$ cat src/rtl/pc_pkg.sv
// Shared types and helpers for the program-counter sequencer and its return-address stack.
package pc_pkg;

    typedef enum logic [2:0] {
        ACT_HOLD = 3'd0,
        ACT_INC  = 3'd1,
        ACT_LOAD = 3'd2,
        ACT_CALL = 3'd3,
        ACT_RET  = 3'd4
    } act_e;

    // The level counter must represent 0..depth inclusive.
    function automatic int ras_level_w(input int depth);
        return $clog2(depth + 1);
    endfunction

endpackage

$ cat src/rtl/pc_ret_stack.sv
// Return-address LIFO: push writes at level, pop reads level-1; only the level is reset.
module pc_ret_stack
    import pc_pkg::*;
#(
    parameter int ADDR_W    = 8,
    parameter int RAS_DEPTH = 4,
    localparam int LVL_W    = ras_level_w(RAS_DEPTH)
) (
    input  logic              clk,
    input  logic              reset,
    input  logic              push,
    input  logic              pop,
    input  logic [ADDR_W-1:0] push_data,
    output logic [ADDR_W-1:0] top,
    output logic [LVL_W-1:0]  level,
    output logic              full,
    output logic              empty
);

    localparam int IDX_W = (RAS_DEPTH > 1) ? $clog2(RAS_DEPTH) : 1;

    logic [ADDR_W-1:0] mem [RAS_DEPTH];
    logic [IDX_W-1:0]  wr_idx;
    logic [IDX_W-1:0]  rd_idx;

    assign full   = (level == LVL_W'(RAS_DEPTH));
    assign empty  = (level == '0);
    assign wr_idx = IDX_W'(level);
    assign rd_idx = IDX_W'(level - LVL_W'(1));
    assign top    = mem[rd_idx];

    always_ff @(posedge clk) begin
        if (reset) begin
            level <= '0;
        end else if (push && !full) begin
            level <= level + LVL_W'(1);
        end else if (pop && !empty) begin
            level <= level - LVL_W'(1);
        end
    end

    // Contents are don't-care after reset, so storage has no reset term.
    always_ff @(posedge clk) begin
        if (push && !full) begin
            mem[wr_idx] <= push_data;
        end
    end

endmodule

$ cat src/rtl/pc_sequencer.sv
// Fetch-stage program-address generator: increment, load, call/return via RAS,
// with stall and sticky stack-error flags.
module pc_sequencer
    import pc_pkg::*;
#(
    parameter int                ADDR_W     = 8,
    parameter int                STEP       = 2,
    parameter int                RAS_DEPTH  = 4,
    parameter logic [ADDR_W-1:0] RESET_ADDR = '0,
    localparam int               LVL_W      = ras_level_w(RAS_DEPTH)
) (
    input  logic              clk,
    input  logic              reset,
    input  logic              stall,
    input  logic              inc_pc,
    input  logic              load_pc,
    input  logic              call,
    input  logic              ret,
    input  logic              clear_err,
    input  logic [ADDR_W-1:0] new_count,
    output logic [ADDR_W-1:0] count,
    output logic [LVL_W-1:0]  ras_level,
    output logic              overflow,
    output logic              underflow
);

    act_e              act;
    logic              call_err;
    logic              ret_err;
    logic              ras_full;
    logic              ras_empty;
    logic [ADDR_W-1:0] ras_top;
    logic [ADDR_W-1:0] count_step;

    assign count_step = count + ADDR_W'(STEP);

    // One action per edge; a strobe that hits a full/empty stack becomes a hold.
    always_comb begin
        act      = ACT_HOLD;
        call_err = 1'b0;
        ret_err  = 1'b0;
        if (!stall) begin
            if (ret) begin
                if (ras_empty) ret_err = 1'b1;
                else           act     = ACT_RET;
            end else if (call) begin
                if (ras_full) call_err = 1'b1;
                else          act      = ACT_CALL;
            end else if (load_pc) begin
                act = ACT_LOAD;
            end else if (inc_pc) begin
                act = ACT_INC;
            end
        end
    end

    pc_ret_stack #(
        .ADDR_W   (ADDR_W),
        .RAS_DEPTH(RAS_DEPTH)
    ) u_stack (
        .clk      (clk),
        .reset    (reset),
        .push     (act == ACT_CALL),
        .pop      (act == ACT_RET),
        .push_data(count_step),
        .top      (ras_top),
        .level    (ras_level),
        .full     (ras_full),
        .empty    (ras_empty)
    );

    always_ff @(posedge clk) begin
        if (reset) begin
            count <= RESET_ADDR;
        end else begin
            case (act)
                ACT_INC:  count <= count_step;
                ACT_LOAD: count <= new_count;
                ACT_CALL: count <= new_count;
                ACT_RET:  count <= ras_top;
                default:  count <= count;
            endcase
        end
    end

    // Sticky flags: a same-cycle error event beats clear_err.
    always_ff @(posedge clk) begin
        if (reset) begin
            overflow  <= 1'b0;
            underflow <= 1'b0;
        end else begin
            if (call_err)       overflow <= 1'b1;
            else if (clear_err) overflow <= 1'b0;
            if (ret_err)        underflow <= 1'b1;
            else if (clear_err) underflow <= 1'b0;
        end
    end

endmodule

$ cat config.mk
export PLATFORM = sky130hd
export DESIGN_NAME = pc_sequencer
export DESIGN_NICKNAME = d
export VERILOG_FILES = /design/src/rtl/pc_pkg.sv /design/src/rtl/pc_ret_stack.sv /design/src/rtl/pc_sequencer.sv
export SDC_FILE = /design/constraint.sdc
export NUM_CORES = 1
export LEC_CHECK = 0
export ABC_AREA = 1
export ABC_CLOCK_PERIOD_IN_PS = 7200
export CAP_MARGIN = 15
export CORE_UTILIZATION = 55
export CTS_CLUSTER_SIZE = 24
export DETAILED_ROUTE_END_ITERATION = 10
export PLACE_DENSITY_LB_ADDON = 0.15
export SLEW_MARGIN = 15
export SYNTH_ARGS = -nofsm -noshare
export SYNTH_HDL_FRONTEND = slang
export SYNTH_HIERARCHICAL = 1
export SYNTH_SLANG_ARGS = --single-unit
$ cat constraint.sdc
create_clock -name clk -period 7.2 [get_ports clk]
set_input_delay 2.16 -clock clk [delete_from_list [all_inputs] [get_ports clk]]
set_output_delay 2.16 -clock clk [all_outputs]
set_load 0.005 [all_outputs]
## Word level (Yosys, flattened, before mapping)

Memories as Yosys holds them, arrays and structs flattened.
Cells that the tools add are included.

| word-level totals | value |
|---|---|
| flip-flop bits (word level) | 13 |
| memory bits (writable) | 32 |
| output and inout port bits | 13 |
| memories kept | 1 |

| operators by class | value |
|---|---|
| add/subtract/negate cells | 3 |
| equal/unequal tests | 5 |
| multiplexer cells | 22 |
| reduce and logical (&&, ||, !) cells | 10 |

Memory list:

| name | words | width | rd ports | clocked after memory_dff | write ports | line | RTL |
|---|---|---|---|---|---|---|---|
| u_stack.mem | 4 | 8 | 1 | 0 | 1 | pc_ret_stack.sv:22 | `logic [ADDR_W-1:0] mem [RAS_DEPTH];` |

Operators by type and width:

| kind | count |
|---|---|
| $pmux W8 S3 | 1 |
| $mux W3 | 6 |
| $mux W1 | 13 |
| $add A8 B2 Y8 const B | 1 |
| $eq A3 B2 Y1 const B | 2 |
| $eq A3 B3 Y1 const B | 2 |
| $reduce_bool A2 Y1 | 3 |
| $mux W2 | 2 |
| $add A3 B1 Y3 const B | 1 |
| $eq A3 B1 Y1 const B | 1 |
| $logic_not A3 Y1 | 1 |
| $reduce_bool A3 Y1 | 1 |
| $sub A3 B1 Y3 const B | 1 |
| $logic_and A1 B1 Y1 | 2 |
| $logic_not A1 Y1 | 2 |
| $reduce_or A2 Y1 | 1 |

## Logic depth before layout (Yosys ltp)

Gate-level depths: netlist (run 1).

| depth | value |
|---|---|
| word-level depth | 9 |
| mapped depth | 16 |
| depth with buffers taken out | 14 |

## By module

The synthesis (run 1) kept the hierarchy.

Modules (own cells, without submodules):

| module | times used | cells an instance | area each (µm²) |
|---|---|---|---|
| pc_ret_stack | 1 | 122 | 1491.4 |
| pc_sequencer | 1 | 132 | 794.5 |

## Worst setup path before layout (run 1)

No wires, ideal clock.

| path | value |
|---|---|
| path type | input to register |
| start point | input port ret |
| end point | memory u_stack.mem[1][0], enable pin |
| arrival time | 3278 ps |
| required time | 6829 ps |
| slack | 3551 ps |
| cell stages on the path | 6 |
| path through | nor2_2 nand3_4 buf_6 nor2_1 nand2_4 nor2_1 |

| on the way | value |
|---|---|
| cells in the longest elaborated chain, start to end | 6 |

Ends and longest elaborated chain:

| element | line | RTL |
|---|---|---|
| from (decl) | pc_sequencer.sv:18 | `input logic ret,` |
| $mux W3 | pc_sequencer.sv:43 | `if (ret) begin` |
| $mux W3 | pc_sequencer.sv:42 | `if (!stall) begin` |
| $eq A3 B2 Y1 | pc_sequencer.sv:63 | `.push (act == ACT_CALL),` |
| $logic_and A1 B1 Y1 | pc_ret_stack.sv:44 | `if (push && !full) begin` |
| $mux W1 | pc_ret_stack.sv:44 |  |
| $mux W1 (implied by the code) | pc_ret_stack.sv:45 | `mem[wr_idx] <= push_data;` |
| to (decl) | pc_ret_stack.sv:22 |  |

Every way passes these cells.

## Worst setup path in the final report (run 1)

Same ends and word-level chain as after synthesis.

==> results.cfg, run 1 <==
[outcome]
status = completed

[worst_setup_path]
crit_fanout = 10
cp_num_buf_inv = 2
critPathKind = in -> reg
cp_data_required_time_ps = 7140
critPathTopFamily = simple AND/OR/NAND/NOR gates
critPathCaptureType = flop
worstPathArrival_ps = 3950
critPathSlowestCell = nor2_1
critPathLaunchType = primary input
max_stage_delay_ps = 500
crit_path_cell_trace = clkdlybuf4s50_1 -> nor2_2 -> nand2_1 -> inv_2 -> nand2_4 -> nor2_1 -> nand2_4 -> nor2_1

[sta]
worst_slew_pin_slew_ps = 753
period_minus_slack_ps = 4000
setup_tns_ps = 0
fin_crit_sh_pct = 55.6
hold_violations = 0
relSlewSlack_pct = 49.7
rsz0062_at_grt = no
timing.hold.ws_ps = 471
max_freq_mhz = 250
postLayoutSetupSlackWorst_ps = 3200
finClkSkew_ps = 5.72
setup_viol = 0
maxSlewViolCount = 0

[route]
drt_wl_total_um = 4930
wl_per_cell_um = 14.8
dr.pass1.iters = 4
drt_iter0_markers = 190
vias_per_cell = 5.20
vias = 1736
drc_errors = 0
antenna_left = 0

[clock_network]
clk_pin_slew_ps = 90
clock-sinks = 45
root_buffer = clkbuf_8
cts-buffers-inserted = 5
post_cts_buffers = 0
clock_path_buffers = 2
ctsResizeCount = 0
cts_tree = yes
clk_latency_ps = 310
postCtsHoldBufs = 0
htreeDepth = 2

[min_path]
min-delay-path-class = reg -> reg

[grt]
grt_remaining_overflow = 0
antenna_found_initial = 0
top_usage_layer = met2
grt_max_degree = 22
grtUsageTotal_pct = 24.4
grt_pass1_vias = 1532
grt_pass1_wl_um = 7510
use_met3_pct = 4.62
grt_util_met1_pct = 33.0
grt_use_met2_pct = 38.3

[run]
cap_viol_max_count = 0

[floorplanning]
die_y_um = 66.5
initial_core_util_pct = 57.1
boundaryPins = 29
die_x_um = 66.5
rows = 23
core_sq_mm = 0.00400
dieArea_sq_mm = 0.00442

[logic_synthesis]
synth_top_cell_by_area = edfxtp_1
seq_area_frac_synth_pct = 53.4
synth_seq_cells = 45
synth_area_sq_mm = 0.00229
yosys-top-cells-area = edfxtp_1 42%, dfxtp_1 11%, nor2_1 7.1%
syn_area_per_cell_sq_um = 9.00
yosysTopAreaCellShare_pct = 42.0
synth_nets = 277
yosysUniqueCellTypes = 25
ys_warn_count = 6
synthCells = 254

[pwr]
irDropWorstVdd_v = 0.000123
powerDensity_mw_per_mm2 = 218
p_leak_nw = 1.11

[placement]
place_worst_setup_slack_ps = 2870
dpl-instance-area_sq_mm = 0.00256
dpl.hpwl_um = 3580
port_buffers = 28
place_congestion = 0.918
dp_cells = 326

[final_layout]
areaGrowthSynthToFinish_pct = 18.1
drive_above_1_share_pct = 8.80
nets = 306
fin_area_sq_mm = 0.00270
antenna_cells = 0
final_cell_count_no_fill = 334
[logic make-up (layout without fill, tap and decap cells)]
kind of cell	Yosys count	in the layout	share of synthesized area (%)
fa+ha+maj	7	7	3.83
flops	45	45	53.4
buf+inv	43	73	9.30
xor+xnor	3	3	1.15
simple gates	119	119	23.7
compound gates	37	37	8.59
[cell usage after synthesis (all sizes together)]
cell     n
a21oi    6
a31oi    1
buf      6
clkinv   1
dfxtp   13
edfxtp  32
ha       7
inv     36
nand2   46
nand3   23
nand3b   1
nand4    2
nor2    47
o21ai   22
o22ai    8
xnor2    2
xor2     1
[metrics by stage]
stage	utilization, %	total power, mW
after detailed placement	64.1	0.368
final	67.5	0.588
after global routing	67.5	0.606
after floorplan	-	0.337
after global placement	64.1	0.368
after CTS	67.5	0.590
[worst reg2reg max path, cell delays in order, from the launching register on]
cell     delay [ps]
dfxtp_1         810
inv_6           160
ha_1            290
nand2_2         110
inv_1            70
nand2_1         120
nand2_1          80
inv_2           110
nand2_4          80
nor2_1          210
nand2_4         140
nor2_1          500
[final timing paths]
path	start	endpoint	slack (ps)	cells after the start
setup / recovery	ret	u_stack/mem[1][0]	3200	8
hold / removal	overflow	overflow	470	2
setup reg to reg	u_stack/level[0]	u_stack/mem[1][0]	4170	11
hold reg to reg	overflow	overflow	470	2
[power breakdown]
group	leakage (nW)	switching [mW]	internal, mW
Combinational	0.646	0.0397	0.0306
Sequential	0.397	0.00673	0.286
Clock	0.0681	0.0871	0.138
Total	1.11	0.134	0.454
[flip-flops by register name (all words and copies together) (netlist names)]
name           cells
underflow          1
overflow           1
count              8
u_stack/level      3
u_stack/mem       32
[layout make-up]
| cell class | instances | area [sq um] |
|---|---|---|
| clock buffer | 5 | 68.8 |
| clock inverter | 3 | 65.1 |
| fill | 346 | 1300 |
| inverter | 37 | 149 |
| multi-input combinational | 166 | 852 |
| sequential | 45 | 1220 |
| tap | 50 | 62.6 |
| timing repair buffer | 28 | 280 |
[cells in the final DEF (no fill, tap or decap), drive strengths merged]
cell type,n
nand3,23
nand4,2
inv,36
ha,7
nand2,46
o22ai,8
clkdlybuf4s50,28
clkbuf,5
bufinv,2
a21oi,6
a31oi,1
nand3b,1
edfxtp,32
nor2,47
clkinv,2
xnor2,2
dfxtp,13
xor2,1
o21ai,22
[per-layer routing]
| layer | vias to the layer above | part of all wire (%) |
|---|---|---|
| li1 | 891 | - |
| met1 | 780 | 47 |
| met2 | 54 | 47 |
| met3 | 11 | 4.5 |
| met4 | 0 | 1.6 |
| met5 | - | 0 |
No activity file was read; power rests on OpenSTA's default activity.
==> inputs of run 2 (changes only) <==
--- a/config.mk
+++ b/config.mk
@@ -6,7 +6,7 @@
 export NUM_CORES = 1
 export LEC_CHECK = 0
 export ABC_AREA = 1
-export ABC_CLOCK_PERIOD_IN_PS = 7200
+export ABC_CLOCK_PERIOD_IN_PS = 4100
 export CAP_MARGIN = 15
 export CORE_UTILIZATION = 55
 export CTS_CLUSTER_SIZE = 24
==> constraint.sdc (replaced) <==
create_clock -name clk -period 4.1 [get_ports clk]
set_input_delay 1.23 -clock clk [delete_from_list [all_inputs] [get_ports clk]]
set_output_delay 1.23 -clock clk [all_outputs]
set_load 0.005 [all_outputs]
==> results.cfg, run 2 (same netlist as run 1, synthesis figures left out) <==
[grt]
grt_max_degree = 21
antenna_found_initial = 0
grt_pass1_vias = 1565
grt_remaining_overflow = 0
grtUsageTotal_pct = 24.6
grt_pass1_wl_um = 7630

[final_layout]
nFillCells = 338
layout_commonest_cell = nor2_1
final_cell_mix = 43 x nor2_1, 41 x nand2_1, 32 x edfxtp_1
largest_reg_flops = 32
areaGrowthSynthToFinish_pct = 16.1
nets = 307
reg_top3 = u_stack/mem x32, count x8, u_stack/level x3
antenna_cells = 0
drive_above_1_share_pct = 8.42
largest-register = u_stack/mem

[sta]
setup_tns_ps = 0
timing.hold.ws_ps = 471
hold_violations = 0
rsz0062_at_grt = no
worst_slew_pin_slew_ps = 618
maxSlewViolCount = 0
fin_crit_sh_pct = 75.0
relSlewSlack_pct = 58.6
finClkSkew_ps = 5.32
setup_viol = 0
period_minus_slack_ps = 3080
max_freq_mhz = 325

[pwr]
swShare_pct = 24.8
p_leak_nw = 1.09
power_mw = 0.892
comb_power_share_pct = 14.1
power_switching_mw = 0.221
powerDensity_mw_per_mm2 = 336
power_frac_seq_pct = 57.6
internal_power_mw = 0.671
irDropWorstVdd_v = 0.000226
p_clk_share_pct = 28.3

[route]
drc_errors = 0
drt_iter0_markers = 241
drt_wl_total_um = 4920
vias_per_cell = 5.32
antenna_left = 0
dr.pass1.iters = 4
vias = 1782
wl_per_cell_um = 14.7

[floorplanning]
dieArea_sq_mm = 0.00442
boundaryPins = 29
die_x_um = 66.5
core_sq_mm = 0.00400
rows = 23
die_y_um = 66.5
initial_core_util_pct = 57.1

[placement]
place_congestion = 0.930
port_buffers = 28
dpl.hpwl_um = 3610

[worst_setup_path]
critPathTopFamily = simple AND/OR/NAND/NOR gates
critPathKind = in -> reg
critPathCaptureType = flop
crit_fanout = 10
cp_num_buf_inv = 2
crit_cells = 8
crit_path_cell_trace = clkdlybuf4s50_1 -> nor2_2 -> nand2_1 -> inv_2 -> nand2_4 -> nor2_1 -> nand2_4 -> nor2_1
critPathLaunchType = primary input
critPathSlowestCell = nor2_1
cp_data_required_time_ps = 4030
ff2ff_path_depth = 11
max_stage_delay_ps = 500
worstPathArrival_ps = 3000

[clock_network]
clock_path_buffers = 2
post_cts_buffers = 0
clk_pin_slew_ps = 70
root_buffer = clkbuf_8
clk_latency_ps = 290
postCtsHoldBufs = 0
cts_tree = yes
ctsResizeCount = 0
clock-sinks = 45
htreeDepth = 2
cts-buffers-inserted = 5

[run]
cap_viol_max_count = 0

[outcome]
status = completed

[min_path]
hold_depth = 2
min-delay-path-class = reg -> reg
run 2: metrics by stage:
step                      util [%]  setup slack, ps  cells  area [sq um]
after floorplan                  -             1380    254          2290
after global placement        64.3              752    327          2570
after detailed placement      64.3              722    327          2570
after CTS                     66.3             1040    335          2650
after global routing          66.3              843    335          2650
final                         66.3             1020    335          2650
run 2: worst paths after layout:
check	to	slack [ps]	from
max	u_stack/mem[3][0]	1020	ret
min	overflow	470	overflow
max reg2reg	u_stack/mem[3][0]	1560	u_stack/level[1]
min reg2reg	overflow	470	overflow
run 2: layout make-up:
type	instances	area, sq um	area share [%]
inverters	37	149	5.61
flip-flops and latches	45	1220	46.0
multi-input cells	166	852	32.1
clock inverters	3	12.5	0.471
repair buffers	29	288	10.8
clock buffers	5	68.8	2.59
well taps	50	62.6	2.36
run 2: metal layers:
layer / GRT usage [%] / up-vias / wire length (um)
li1: - / 898 / -
met1: 32.8 / 811 / 2220
met2: 39.0 / 63 / 2330
met3: 4.11 / 10 / 261
met4: 11.2 / 0 / 106
met5: 0 / - / 0
run 2: power by group through the flow:
stage / Clock (mW) / Combinational, mW / Sequential [mW]
after floorplan: 0 / 0.0702 / 0.522
after global placement: 0 / 0.124 / 0.523
after detailed placement: 0 / 0.124 / 0.524
after CTS: 0.261 / 0.125 / 0.513
after global routing: 0.275 / 0.138 / 0.515
final: 0.253 / 0.125 / 0.514
run 2: worst register-to-register path, stage by stage (launching register included):
cell	delay (ps)
dfxtp_1	440
inv_1	120
ha_1	240
nand2_2	110
inv_1	60
nand2_1	110
nand2_1	80
inv_2	110
nand2_4	80
nor2_1	200
nand2_4	130
nor2_1	500
==> inputs of run 3 (changes only) <==
--- a/config.mk
+++ b/config.mk
@@ -6,9 +6,9 @@
 export NUM_CORES = 1
 export LEC_CHECK = 0
 export ABC_AREA = 1
-export ABC_CLOCK_PERIOD_IN_PS = 4100
+export ABC_CLOCK_PERIOD_IN_PS = 2600
 export CAP_MARGIN = 15
-export CORE_UTILIZATION = 55
+export CORE_UTILIZATION = 49
 export CTS_CLUSTER_SIZE = 24
 export DETAILED_ROUTE_END_ITERATION = 10
 export PLACE_DENSITY_LB_ADDON = 0.15
==> constraint.sdc (replaced) <==
create_clock -name clk -period 2.6 [get_ports clk]
set_input_delay 0.78 -clock clk [delete_from_list [all_inputs] [get_ports clk]]
set_output_delay 0.78 -clock clk [all_outputs]
set_load 0.005 [all_outputs]
==> results.cfg, run 3 (same netlist as run 1, synthesis figures left out) <==
[outcome]
status = completed

[final_layout]
nFillCells = 376
final_cell_mix = 43 x nor2_1, 41 x nand2_1, 32 x edfxtp_1
antenna_cells = 0
reg_top3 = u_stack/mem x32, count x8, u_stack/level x3
areaGrowthSynthToFinish_pct = 20.5
fin_area_sq_mm = 0.00275
layout_commonest_cell = nor2_1
largest-register = u_stack/mem
regArea_sq_mm = 0.00122
multi_input_area_sq_um = 852
final_core_util_pct = 62.4
nets = 316
largest_reg_flops = 32
drive_above_1_share_pct = 11.6

[route]
vias = 1779
antenna_left = 0
dr.pass1.iters = 4
drc_errors = 0
vias_per_cell = 5.14
drt_iter0_markers = 145
wl_per_cell_um = 13.9
drt_wl_total_um = 4820

[pwr]
power_switching_mw = 0.363
irDropWorstVdd_v = 0.000470
internal_power_mw = 1.17
comb_power_share_pct = 13.0
powerDensity_mw_per_mm2 = 557
swShare_pct = 23.7
p_clk_share_pct = 34.2
p_leak_nw = 1.15
power_frac_seq_pct = 52.7

[grt]
grtUsageTotal_pct = 20.7
grt_max_degree = 21
antenna_found_initial = 0
grt_remaining_overflow = 0
grt_pass1_wl_um = 7780
grt_pass1_vias = 1618

[sta]
finClkSkew_ps = 9.90
fin_crit_sh_pct = 87.5
hold_violations = 0
period_minus_slack_ps = 2280
setup_viol = 0
relSlewSlack_pct = 64.1
rsz0062_at_grt = no
max_freq_mhz = 439
worst_slew_pin_slew_ps = 535
setup_tns_ps = 0
maxSlewViolCount = 0

[clock_network]
clk_pin_slew_ps = 90
clock-sinks = 45
root_buffer = clkbuf_8
cts_tree = yes
clock_path_buffers = 2
htreeDepth = 2
clk_latency_ps = 300
ctsResizeCount = 0
cts-buffers-inserted = 5
postCtsHoldBufs = 0
post_cts_buffers = 0

[min_path]
min-delay-path-class = reg -> reg

[placement]
place_congestion = 0.889
port_buffers = 28
dpl.hpwl_um = 3620
dpl-instance-area_sq_mm = 0.00264

[floorplanning]
dieArea_sq_mm = 0.00494
core_sq_mm = 0.00441
die_y_um = 70.3
die_x_um = 70.3
rows = 24
initial_core_util_pct = 51.8
boundaryPins = 29

[worst_setup_path]
crit_path_cell_trace = buf_4 -> clkdlybuf4s50_1
critPathCaptureType = output port
critPathSlowestCell = clkdlybuf4s50_1
critPathLaunchType = flop
worstPathArrival_ps = 1500
critPathKind = reg -> out
crit_fanout = 20
max_stage_delay_ps = 530
cp_data_required_time_ps = 1820

[run]
cap_viol_max_count = 0
## run 3: cell count changes in the layout (fill, tap and decap cells not counted)
cell / change
buf_4: +9
clkinv_1: -2
bufinv_16: +1
clkbuf_1: +1
clkinv_2: -1
clkinv_4: +1
## run 3: stage by stage
stage               hold slack, ps  worst slack [ps]  total power [mW]  instances
floorplan                      454               127             0.933        254
CTS                            470               311              1.54        346
global placement               454               103              1.02        338
global route                   502               212              1.59        346
finish                         466               324              1.53        346
detailed placement             458              38.3              1.03        338
## run 3: per-layer routing
metal	track usage, %	wire length, um	up-vias
met5	0	0	-
li1	-	-	914
met4	6.22	47	0
met1	30.0	2360	808
met3	3.46	243	6
met2	31.6	2170	51
## run 3: power groups by stage
stage / logic (mW) / clock network (mW) / registers [mW]
finish: 0.200 / 0.525 / 0.808
global placement: 0.199 / 0 / 0.825
CTS: 0.202 / 0.526 / 0.808
global route: 0.224 / 0.556 / 0.811
detailed placement: 0.200 / 0 / 0.825
floorplan: 0.111 / 0 / 0.822
## run 3: path summary, 6_finish.rpt
check / start / depth (start not counted) / slack [ps] / to
worst max register to register: u_stack/level[0] / 12 / 470 / u_stack/mem[3][5]
worst max-delay path: u_stack/level[0] / 2 / 320 / ras_level[0]
worst min-delay path: underflow / 2 / 470 / underflow
worst min register to register: underflow / 2 / 470 / underflow
## run 3: area by class of cell
cell class	count	area share, %
clock buffers	6	2.64
clock inverters	2	1.41
inverters	37	5.41
multi-input cells	166	30.9
flip-flops and latches	45	44.3
well taps	52	2.36
repair buffers	38	12.9
## run 3: worst max-delay path: cells and delay by family, from the launching register on
kind	cells	cell delay, ps
buf+inv	2	790
flops	1	410
